[src/rtl/pc_predict_unit.sv]
// Fetch program counter with a direct-mapped BTB of 2-bit saturating counters.
// Execute-stage resolution trains the BTB and redirects fetch when a prediction was wrong.
module pc_predict_unit #(
    parameter logic [31:0] PC_INIT     = 32'h0000_0000,
    parameter int          BTB_ENTRIES = 4
) (
    input  logic        CLK,
    input  logic        RST,
    input  logic        ihit,
    input  logic        stall,
    input  logic        ex_valid,
    input  logic        ex_cfi,
    input  logic        ex_taken,
    input  logic [31:0] ex_target,
    input  logic [31:0] ex_pc,
    input  logic        ex_pred_taken,
    input  logic [31:0] ex_pred_target,
    output logic [31:0] imemaddr,
    output logic [31:0] pc_plus4,
    output logic        pred_taken,
    output logic [31:0] pred_target,
    output logic        flush
);
    localparam int IDXW = $clog2(BTB_ENTRIES);
    localparam int TAGW = 30 - IDXW;

    logic [31:0]     pc_q, pc_d;
    logic            valid_q  [BTB_ENTRIES];
    logic [TAGW-1:0] tag_q    [BTB_ENTRIES];
    logic [29:0]     target_q [BTB_ENTRIES];
    logic [1:0]      ctr_q    [BTB_ENTRIES];

    logic [IDXW-1:0] fetch_idx, ex_idx;
    logic [TAGW-1:0] fetch_tag, ex_tag;
    logic            fetch_hit, ex_hit, btb_upd;
    logic            dir_wrong, tgt_wrong;
    logic [31:0]     redirect_pc;
    logic            unused_bits;

    // Lookup path: reads the BTB as it stood before this edge's update.
    assign fetch_idx   = pc_q[IDXW+1:2];
    assign fetch_tag   = pc_q[31:IDXW+2];
    assign fetch_hit   = valid_q[fetch_idx] && (tag_q[fetch_idx] == fetch_tag);
    assign imemaddr    = pc_q;
    assign pc_plus4    = pc_q + 32'd4;
    assign pred_taken  = fetch_hit && ctr_q[fetch_idx][1];
    assign pred_target = fetch_hit ? {target_q[fetch_idx], 2'b00} : pc_plus4;

    assign ex_idx  = ex_pc[IDXW+1:2];
    assign ex_tag  = ex_pc[31:IDXW+2];
    assign ex_hit  = valid_q[ex_idx] && (tag_q[ex_idx] == ex_tag);
    assign btb_upd = ex_valid && ex_cfi;

    assign dir_wrong   = ex_taken != ex_pred_taken;
    assign tgt_wrong   = ex_taken && (ex_target[31:2] != ex_pred_target[31:2]);
    assign flush       = btb_upd && (dir_wrong || tgt_wrong);
    assign redirect_pc = ex_taken ? {ex_target[31:2], 2'b00} : {ex_pc[31:2] + 30'd1, 2'b00};

    // Low address bits carry no information for word-aligned control flow.
    assign unused_bits = ^{ex_pc[1:0], ex_target[1:0], ex_pred_target[1:0]};

    always_comb begin
        pc_d = pc_q;
        if (flush) begin
            pc_d = redirect_pc;
        end else if (stall) begin
            pc_d = pc_q;
        end else if (ihit) begin
            pc_d = pred_taken ? pred_target : pc_plus4;
        end
    end

    always_ff @(posedge CLK) begin
        if (RST) begin
            pc_q <= PC_INIT;
        end else begin
            pc_q <= pc_d;
        end
    end

    generate
        for (genvar gi = 0; gi < BTB_ENTRIES; gi++) begin : g_btb
            logic       sel;
            logic [1:0] ctr_inc, ctr_dec;

            assign sel     = btb_upd && (ex_idx == IDXW'(gi));
            assign ctr_inc = (ctr_q[gi] == 2'b11) ? 2'b11 : ctr_q[gi] + 2'b01;
            assign ctr_dec = (ctr_q[gi] == 2'b00) ? 2'b00 : ctr_q[gi] - 2'b01;

            always_ff @(posedge CLK) begin
                if (RST) begin
                    valid_q[gi]  <= 1'b0;
                    tag_q[gi]    <= '0;
                    target_q[gi] <= '0;
                    ctr_q[gi]    <= 2'b01;
                end else if (sel) begin
                    if (ex_hit) begin
                        if (ex_taken) begin
                            ctr_q[gi]    <= ctr_inc;
                            target_q[gi] <= ex_target[31:2];
                        end else begin
                            ctr_q[gi]    <= ctr_dec;
                        end
                    end else if (ex_taken) begin
                        valid_q[gi]  <= 1'b1;
                        tag_q[gi]    <= ex_tag;
                        target_q[gi] <= ex_target[31:2];
                        ctr_q[gi]    <= 2'b10;
                    end
                end
            end
        end
    endgenerate
endmodule

[config.mk]
export PLATFORM = sky130hd
export DESIGN_NAME = pc_predict_unit
export DESIGN_NICKNAME = d
export VERILOG_FILES = /design/src/rtl/pc_predict_unit.sv
export SDC_FILE = /design/constraint.sdc
export NUM_CORES = 1
export LEC_CHECK = 0
export CAP_MARGIN = 20
export CORE_MARGIN = 4
export CORE_UTILIZATION = 45
export CTS_CLUSTER_SIZE = 24
export DETAILED_ROUTE_END_ITERATION = 8
export PLACE_DENSITY = 0.72
export SYNTH_ARGS = -nofsm -noshare
export SYNTH_HDL_FRONTEND = slang
export SYNTH_SLANG_ARGS = --single-unit
export TNS_END_PERCENT = 1
[constraint.sdc]
create_clock -name CLK -period 8.05 [get_ports CLK]
set_input_delay 0.805 -clock CLK [delete_from_list [all_inputs] [get_ports CLK]]
set_output_delay 0.805 -clock CLK [all_outputs]
set_load 0.1 [all_outputs]
==> impl_summary.txt, run 1 <==
----------------------------------------------------
[Power]
  Highest ir drop seen on vdd ... 0.159 mV
  P per Cell Area ... 206 nW/um^2
  Leak Pwr ... 6.71 nW

[Worst hold path]
  Worst Hold Class ... reg2reg
  Cell count of the worst hold path ... 1
  Hold Crit Start ... imemaddr[0]
  Hold Path End ... imemaddr[0]

[Placed design]
  Number of buffer cells added on primary ports ... 195
  Half-perimeter wire length of the detailed placement result ... 37600 um
  Post-placement cell area ... 18300 um^2
  Routability congestion estimate from global placement ... 0.927

[Route]
  Mean number of vias per cell ... 6.22
  Drt first-iter violations ... 1499
  Via count ... 12500
  Total detailed-routing wirelength ... 53700 um
  Remaining antenna violation count ... 0
  DR pass1 iterations ... 6
  Post-detailed-route DRC marker count ... 0
  Post-detailed-route wirelength per cell ... 26.7 um

[Global routing]
  Global-route congestion overflow total ... 0
  Pin count of the biggest net entering global routing ... 57
  Vias in the first global route ... 12300
  Wire length of the first global-routing pass ... 79100 um
  Initial antenna violation count ... 1
  Global-route total usage across every layer ... 0.268

[CTS]
  Number of gates resized after cts ... 0
  Clock root buffer ... clkbuf_16
  H-Tree Depth ... 1
  Count of clock tree sinks ... 278
  Clock buffers created by TritonCTS ... 31
  Hold buffer count at cts ... 0
  CTS Buffer Depth ... 3
  Setup repair bufs after CTS ... 0
  Clock tree from TritonCTS ... yes
  Clock slew at the register clock pins of the worst setup and hold paths ... 0.06 ns
  Clock latency on the worst-skew pair ... 0.56 ns

[Yosys]
  Largest area contributor in the netlist ... edfxtp_1
  Library cells used by synthesis ... 68
  Count of state elements after synthesis ... 278
  Proportion of synthesized chip area in sequential cells ... 0.497
  Average cell area after synthesis ... 11.6 um^2
  EDFF count, synth ... 243
  Cell types occupying the most area after synthesis ... edfxtp_1, mux4_2, dfxtp_1
  Async S/R FF share, synth ... 0
  Count of synthesis-stage warnings from yosys ... 0
  Area fraction of the dominant cell type after synthesis ... 0.454
  Most used flip-flop cell after synthesis ... edfxtp_1
  Number of instances in the synthesized netlist ... 1383
  Synth Net Count ... 1492
  Cell Area, Synth ... 16100 um^2

[Critical path]
  Worst path required time ... 7.24 ns
  Ordered cell list for the critical path ... mux4_2 -> xnor2_1 -> nand2_1 -> nor3_1 -> nand4_1 -> nor2_4 -> buf_16 -> nor2_1 -> a21oi_1 -> clkdlybuf4s50_1
  R2r worst-path depth ... 9
  Critical path launch point type ... register
  Crit-path max cell delay ... 1.16 ns
  Largest fanout on the critical path ... 56
  Classification of the worst setup path ... reg2out
  Slowest library cell on the worst path ... clkdlybuf4s50_1
  Terminus of the critical flop-to-flop path ... tag_q[1][17]
  Critical path buffers and inverters ... 2
  Worst r2r src ... tag_q[3][13]
  CP Data Arrival Time ... 5.52 ns
  Kind of cell with the highest combined delay on the critical path ... simple AND/OR/NAND/NOR gates
  R2R Setup Slk ... 3.85 ns
  Endpoint class of the critical path ... output pin

[STA]
  Max_slew headroom ... 0.285
  Clock Skews ... 0.0131 ns
  Final critical-path required period ... 6.33 ns
  Period utilisation layout ... 0.786
  Slew of the pin with the lowest slew margin ... 1.07 ns
  Final max-slew violation count ... 0
  Number of setup violations in the final report ... 0
  Max Fclk ... 0.158 GHz
  Setup TNS Final ... 0 ns
  Unrepaired setup endpoints after global routing ... false
  Number of hold-slack violations in the final timing report ... 0

[Floorplanning]
  Std-Cell Core Area ... 34900 um^2
  Die H ... 197 um
  Row cnt ... 68
  Die width ... 197 um
  Floorplan die area ... 38800 um^2
  I/O pin count ... 202
  Effective utilization at floorplan ... 0.461

[Flow run]
  Count of maximum capacitance violations ... 0

[Layout]
  Share of post-route cells with drive strength above 1 ... 0.130
  Fillers ... 2984
  Layout Cell Area excl Fill ... 19400 um^2
  NumNets Final ... 1640
  Area growth from synthesis to layout ... 20.7%

[Run status]
  Run status ... finished, final reports clean

----------------------------------------------------
[through the flow]
stage,hold WS (ns),util,power [W],instances,worst slack (ns)
finish,0.502,0.557,0.00400,2011,1.72
global route,0.538,0.557,0.00410,2011,1.54
CTS,0.509,0.556,0.00400,2008,1.52
detailed placement,0.499,0.526,0.00255,1951,2.12
global placement,0.494,0.525,0.00254,1949,2.14
floorplan,0.468,-,0.00228,1383,1.60
[area by class of cell]
type,instances,area (um^2),area share
repair buffers,225,2190,0.113
multi-input cells,970,7520,0.387
flip-flops and latches,278,8010,0.412
clock inverters,18,218,0.0112
diodes,1,2.50,0.000129
well taps,455,569,0.0293
clock buffers,39,826,0.0425
inverters,25,93.8,0.00483
[metal layers]
layer	vias to the layer above	wire, um	global-route usage
li1	5455	-	-
met1	6174	21100	0.374
met2	764	25400	0.435
met3	125	5480	0.0478
met4	0	1840	0.0799
met5	-	0	0
[where the power goes]
group	switching [W]	internal, W	leakage [nW]	total [W]
combinational	0.000527	0.000278	3.58	0.000805
clock	0.000582	0.000883	0.514	0.00147
sequential	0.0000765	0.00165	2.61	0.00173
[worst max path at each step]
stage | from | endpoint | slack, ns | cells after the start
after floorplan | imemaddr[7] | pred_target[30] | 1.60 | 9
after global placement | register | pred_target[31] | 2.14 | 8
after detailed placement | ex_pc[3] | tag_q[1][5] | 2.12 | 11
after CTS | register | pred_target[6] | 1.52 | 8
after global routing | register | pred_target[24] | 1.54 | 10
final | register | pred_target[24] | 1.72 | 10
[cell usage in the layout, fill, tap and decap left out, types with 9 or more instances in the layout]
| cell | Yosys | final |
|---|---|---|
| xor2_1 | 60 | 60 |
| nand4_1 | 26 | 26 |
| and3_1 | 73 | 73 |
| dfxtp_1 | 35 | 33 |
| edfxtp_1 | 243 | 243 |
| nor2_1 | 125 | 124 |
| nand2_1 | 77 | 77 |
| buf_4 | 11 | 27 |
| o22ai_1 | 16 | 16 |
| nor3_1 | 36 | 35 |
| mux2i_1 | 47 | 47 |
| and2_1 | 76 | 76 |
| mux2_2 | 21 | 21 |
| clkbuf_16 | 0 | 31 |
| inv_1 | 23 | 23 |
| nor4_1 | 10 | 10 |
| nand3_1 | 37 | 36 |
| clkdlybuf4s50_1 | 0 | 193 |
| mux4_2 | 74 | 74 |
| nand2b_1 | 12 | 9 |
| o21ai_0 | 59 | 50 |
| xnor2_1 | 74 | 74 |
| a21oi_1 | 29 | 29 |
| a22oi_1 | 14 | 14 |
[worst register-to-register path: stages (launching register included)]
cell and delay, ns:
edfxtp_1 0.38, mux4_2 0.49, xnor2_1 0.34, nand4_1 0.21, nor4_2 0.40, nand3_2 0.69, nand3_1 0.71, nor2_1 0.20
buf_4 0.30, and2_1 0.23
[sequential cells by signal, indices dropped and copies added, names as in the netlist, named ones only]
signal    count
ctr_q         8
target_q    120
imemaddr     32
valid_q       4
tag_q       112
[synth_stat cells, types with 36 or more instances]
library cell and number:
and2_1 76, and3_1 73, clkbuf_1 75, edfxtp_1 243
mux2i_1 47, mux4_2 74, nand2_1 77, nand3_1 37
nor2_1 125, nor3_1 36, o21ai_0 59, xnor2_1 74
xor2_1 60
[logic make-up after synthesis]
logic type	share of synthesized area
AO/OA/AOI/OAI	0.0694
XOR/XNOR	0.0729
adder cells (fa/ha/maj)	0.00762
buffers and inverters	0.0393
flip-flops	0.497
multiplexers	0.153
AND/OR/NAND/NOR	0.160
(Power assumes the default switching activity.)
==> inputs of run 2 (changes only) <==
PLACE_DENSITY = 0.74   (was 0.72)
clock period = 5.15 ns   (was 8.05 ns; I/O delays follow)
==> impl_summary.txt, run 2 (synthesis results as in run 1) <==
----------------------------------------------------
[Route]
  Remaining antenna violation count ... 0
  Mean number of vias per cell ... 6.26
  DR pass1 iterations ... 6
  Via count ... 12700
  Drt first-iter violations ... 1495
  Post-detailed-route wirelength per cell ... 26.9 um
  Total detailed-routing wirelength ... 54700 um
  Post-detailed-route DRC marker count ... 0

[CTS]
  Count of clock tree sinks ... 278
  Clock buffers created by TritonCTS ... 30
  Clock slew at the register clock pins of the worst setup and hold paths ... 0.06 ns
  Clock root buffer ... clkbuf_16
  CTS Buffer Depth ... 3
  Number of gates resized after cts ... 0
  Clock latency on the worst-skew pair ... 0.57 ns
  H-Tree Depth ... 1
  Clock tree from TritonCTS ... yes

[Layout]
  Top reg by flops ... target_q
  Leading cell type in the layout, fill and taps excluded ... edfxtp_1
  Area growth from synthesis to layout ... 23.1%
  Share of post-route cells with drive strength above 1 ... 0.172
  Highest-count cells in the layout ignoring fill and taps ... edfxtp_1, clkdlybuf4s50_1, nor2_1
  NumNets Final ... 1662
  Fillers ... 2894
  Flip-flop count of the largest register, all copies and words added ... 120

[Critical path]
  Largest fanout on the critical path ... 22
  Slowest library cell on the worst path ... dfxtp_4
  Critical path depth ... 9
  Worst path required time ... 4.64 ns
  Kind of cell with the highest combined delay on the critical path ... simple AND/OR/NAND/NOR gates
  R2r worst-path depth ... 9
  Critical path launch point type ... register
  Endpoint class of the critical path ... output pin
  Critical path buffers and inverters ... 2
  Crit-path max cell delay ... 0.69 ns
  Classification of the worst setup path ... reg2out
  CP Data Arrival Time ... 4.43 ns
  Ordered cell list for the critical path ... mux4_2 -> xnor2_1 -> nand4_1 -> a211oi_2 -> nand4_1 -> nor2_4 -> buf_12 -> mux2_1 -> buf_12

[Floorplanning]
  Die H ... 197 um
  Die width ... 197 um
  Row cnt ... 68
  I/O pin count ... 202
  Floorplan die area ... 38800 um^2
  Std-Cell Core Area ... 34900 um^2
  Effective utilization at floorplan ... 0.461

[STA]
  Period utilisation layout ... 0.960
  Least setup slack across all paths after layout ... 0.206 ns
  Slew of the pin with the lowest slew margin ... 1.04 ns
  Number of hold-slack violations in the final timing report ... 0
  Final critical-path required period ... 4.94 ns
  Number of setup violations in the final report ... 0
  Final max-slew violation count ... 0
  Unrepaired setup endpoints after global routing ... false
  Hold slack ... 0.413 ns
  Max Fclk ... 0.202 GHz
  Clock Skews ... 0.0154 ns
  Max_slew headroom ... 0.302
  Setup TNS Final ... 0 ns

[Global routing]
  Vias in the first global route ... 12600
  Initial antenna violation count ... 1
  Global-route total usage across every layer ... 0.270
  Global-route congestion overflow total ... 0
  Wire length of the first global-routing pass ... 79600 um
  Pin count of the biggest net entering global routing ... 91

[Worst hold path]
  Worst Hold Class ... in2reg
  Cell count of the worst hold path ... 4

[Power]
  Leak Pwr ... 6.96 nW
  Highest ir drop seen on vdd ... 0.309 mV
  P per Cell Area ... 308 nW/um^2

[Placed design]
  Routability congestion estimate from global placement ... 0.939
  Half-perimeter wire length of the detailed placement result ... 38400 um
  Number of buffer cells added on primary ports ... 195
  Minimum setup slack after placement ... 0.532 ns

[Run status]
  Run status ... finished, final reports clean

[Flow run]
  Count of maximum capacitance violations ... 0

----------------------------------------------------
==> run 2: cell types whose count changed in the layout (fill, tap and decap cells not counted), moves of 3 or more <==
| cell | previous run | this run |
|---|---|---|
| clkdlybuf4s50_1 | 193 | 144 |
| nand2b_2 | 3 | 0 |
| bufinv_16 | 5 | 0 |
| buf_12 | 0 | 35 |
| clkbuf_8 | 2 | 5 |
| buf_4 | 27 | 65 |
| nand2b_1 | 9 | 12 |
| clkinvlp_4 | 0 | 5 |
==> run 2: tightest hold or removal path: cells and delay by family <==
| family | cells | cell delay [ns] |
|---|---|---|
| AO/OA/AOI/OAI | 3 | 0.29 |
| buffers and inverters | 1 | 0.14 |
==> run 2: final cells by class <==
class	instances	area [um^2]	share of cell area
inverters	25	93.8	0.00474
repair buffers	248	2680	0.135
clock buffers	44	875	0.0441
diodes	2	5.00	0.000253
well taps	455	569	0.0287
flip-flops and latches	278	8010	0.404
clock inverters	12	67.6	0.00341
multi-input cells	970	7520	0.380
==> run 2: metrics by stage <==
stage	total power [W]	cells	utilization	cell area, um^2
3_5_place_dp	0.00404	1973	0.539	18800
3_3_place_gp	0.00402	1972	0.539	18800
5_1_grt	0.00627	2033	0.568	19800
4_1_cts	0.00608	2029	0.566	19700
2_1_floorplan	0.00356	1383	-	16100
6_report	0.00611	2034	0.568	19800
==> run 2: worst paths after layout <==
check | startpoint | to | slack, ns
setup / recovery | register | pred_target[26] | 0.21
hold / removal | ex_taken | imemaddr[9] | 0.41
setup reg to reg | register | register | 1.37
hold reg to reg | imemaddr[0] | imemaddr[0] | 0.51
==> run 2: metal layers <==
| layer | global-route usage | vias to the layer above | wire (um) |
|---|---|---|---|
| met1 | 0.365 | 6247 | 20600 |
| met2 | 0.432 | 848 | 25800 |
| met3 | 0.0612 | 154 | 6120 |
| met5 | 0 | - | 0 |
| met4 | 0.0989 | 0 | 2210 |
| li1 | - | 5487 | - |
==> run 2: where the power goes <==
part	internal [W]	switching, W
Clock	0.00117	0.000908
Combinational	0.000481	0.000859
Sequential	0.00258	0.000107
==> run 2: what timing repair did <==
item,in CTS,in global routing
setup buffers,0,2
hold buffers,0,0
setup endpoints to repair,0,13
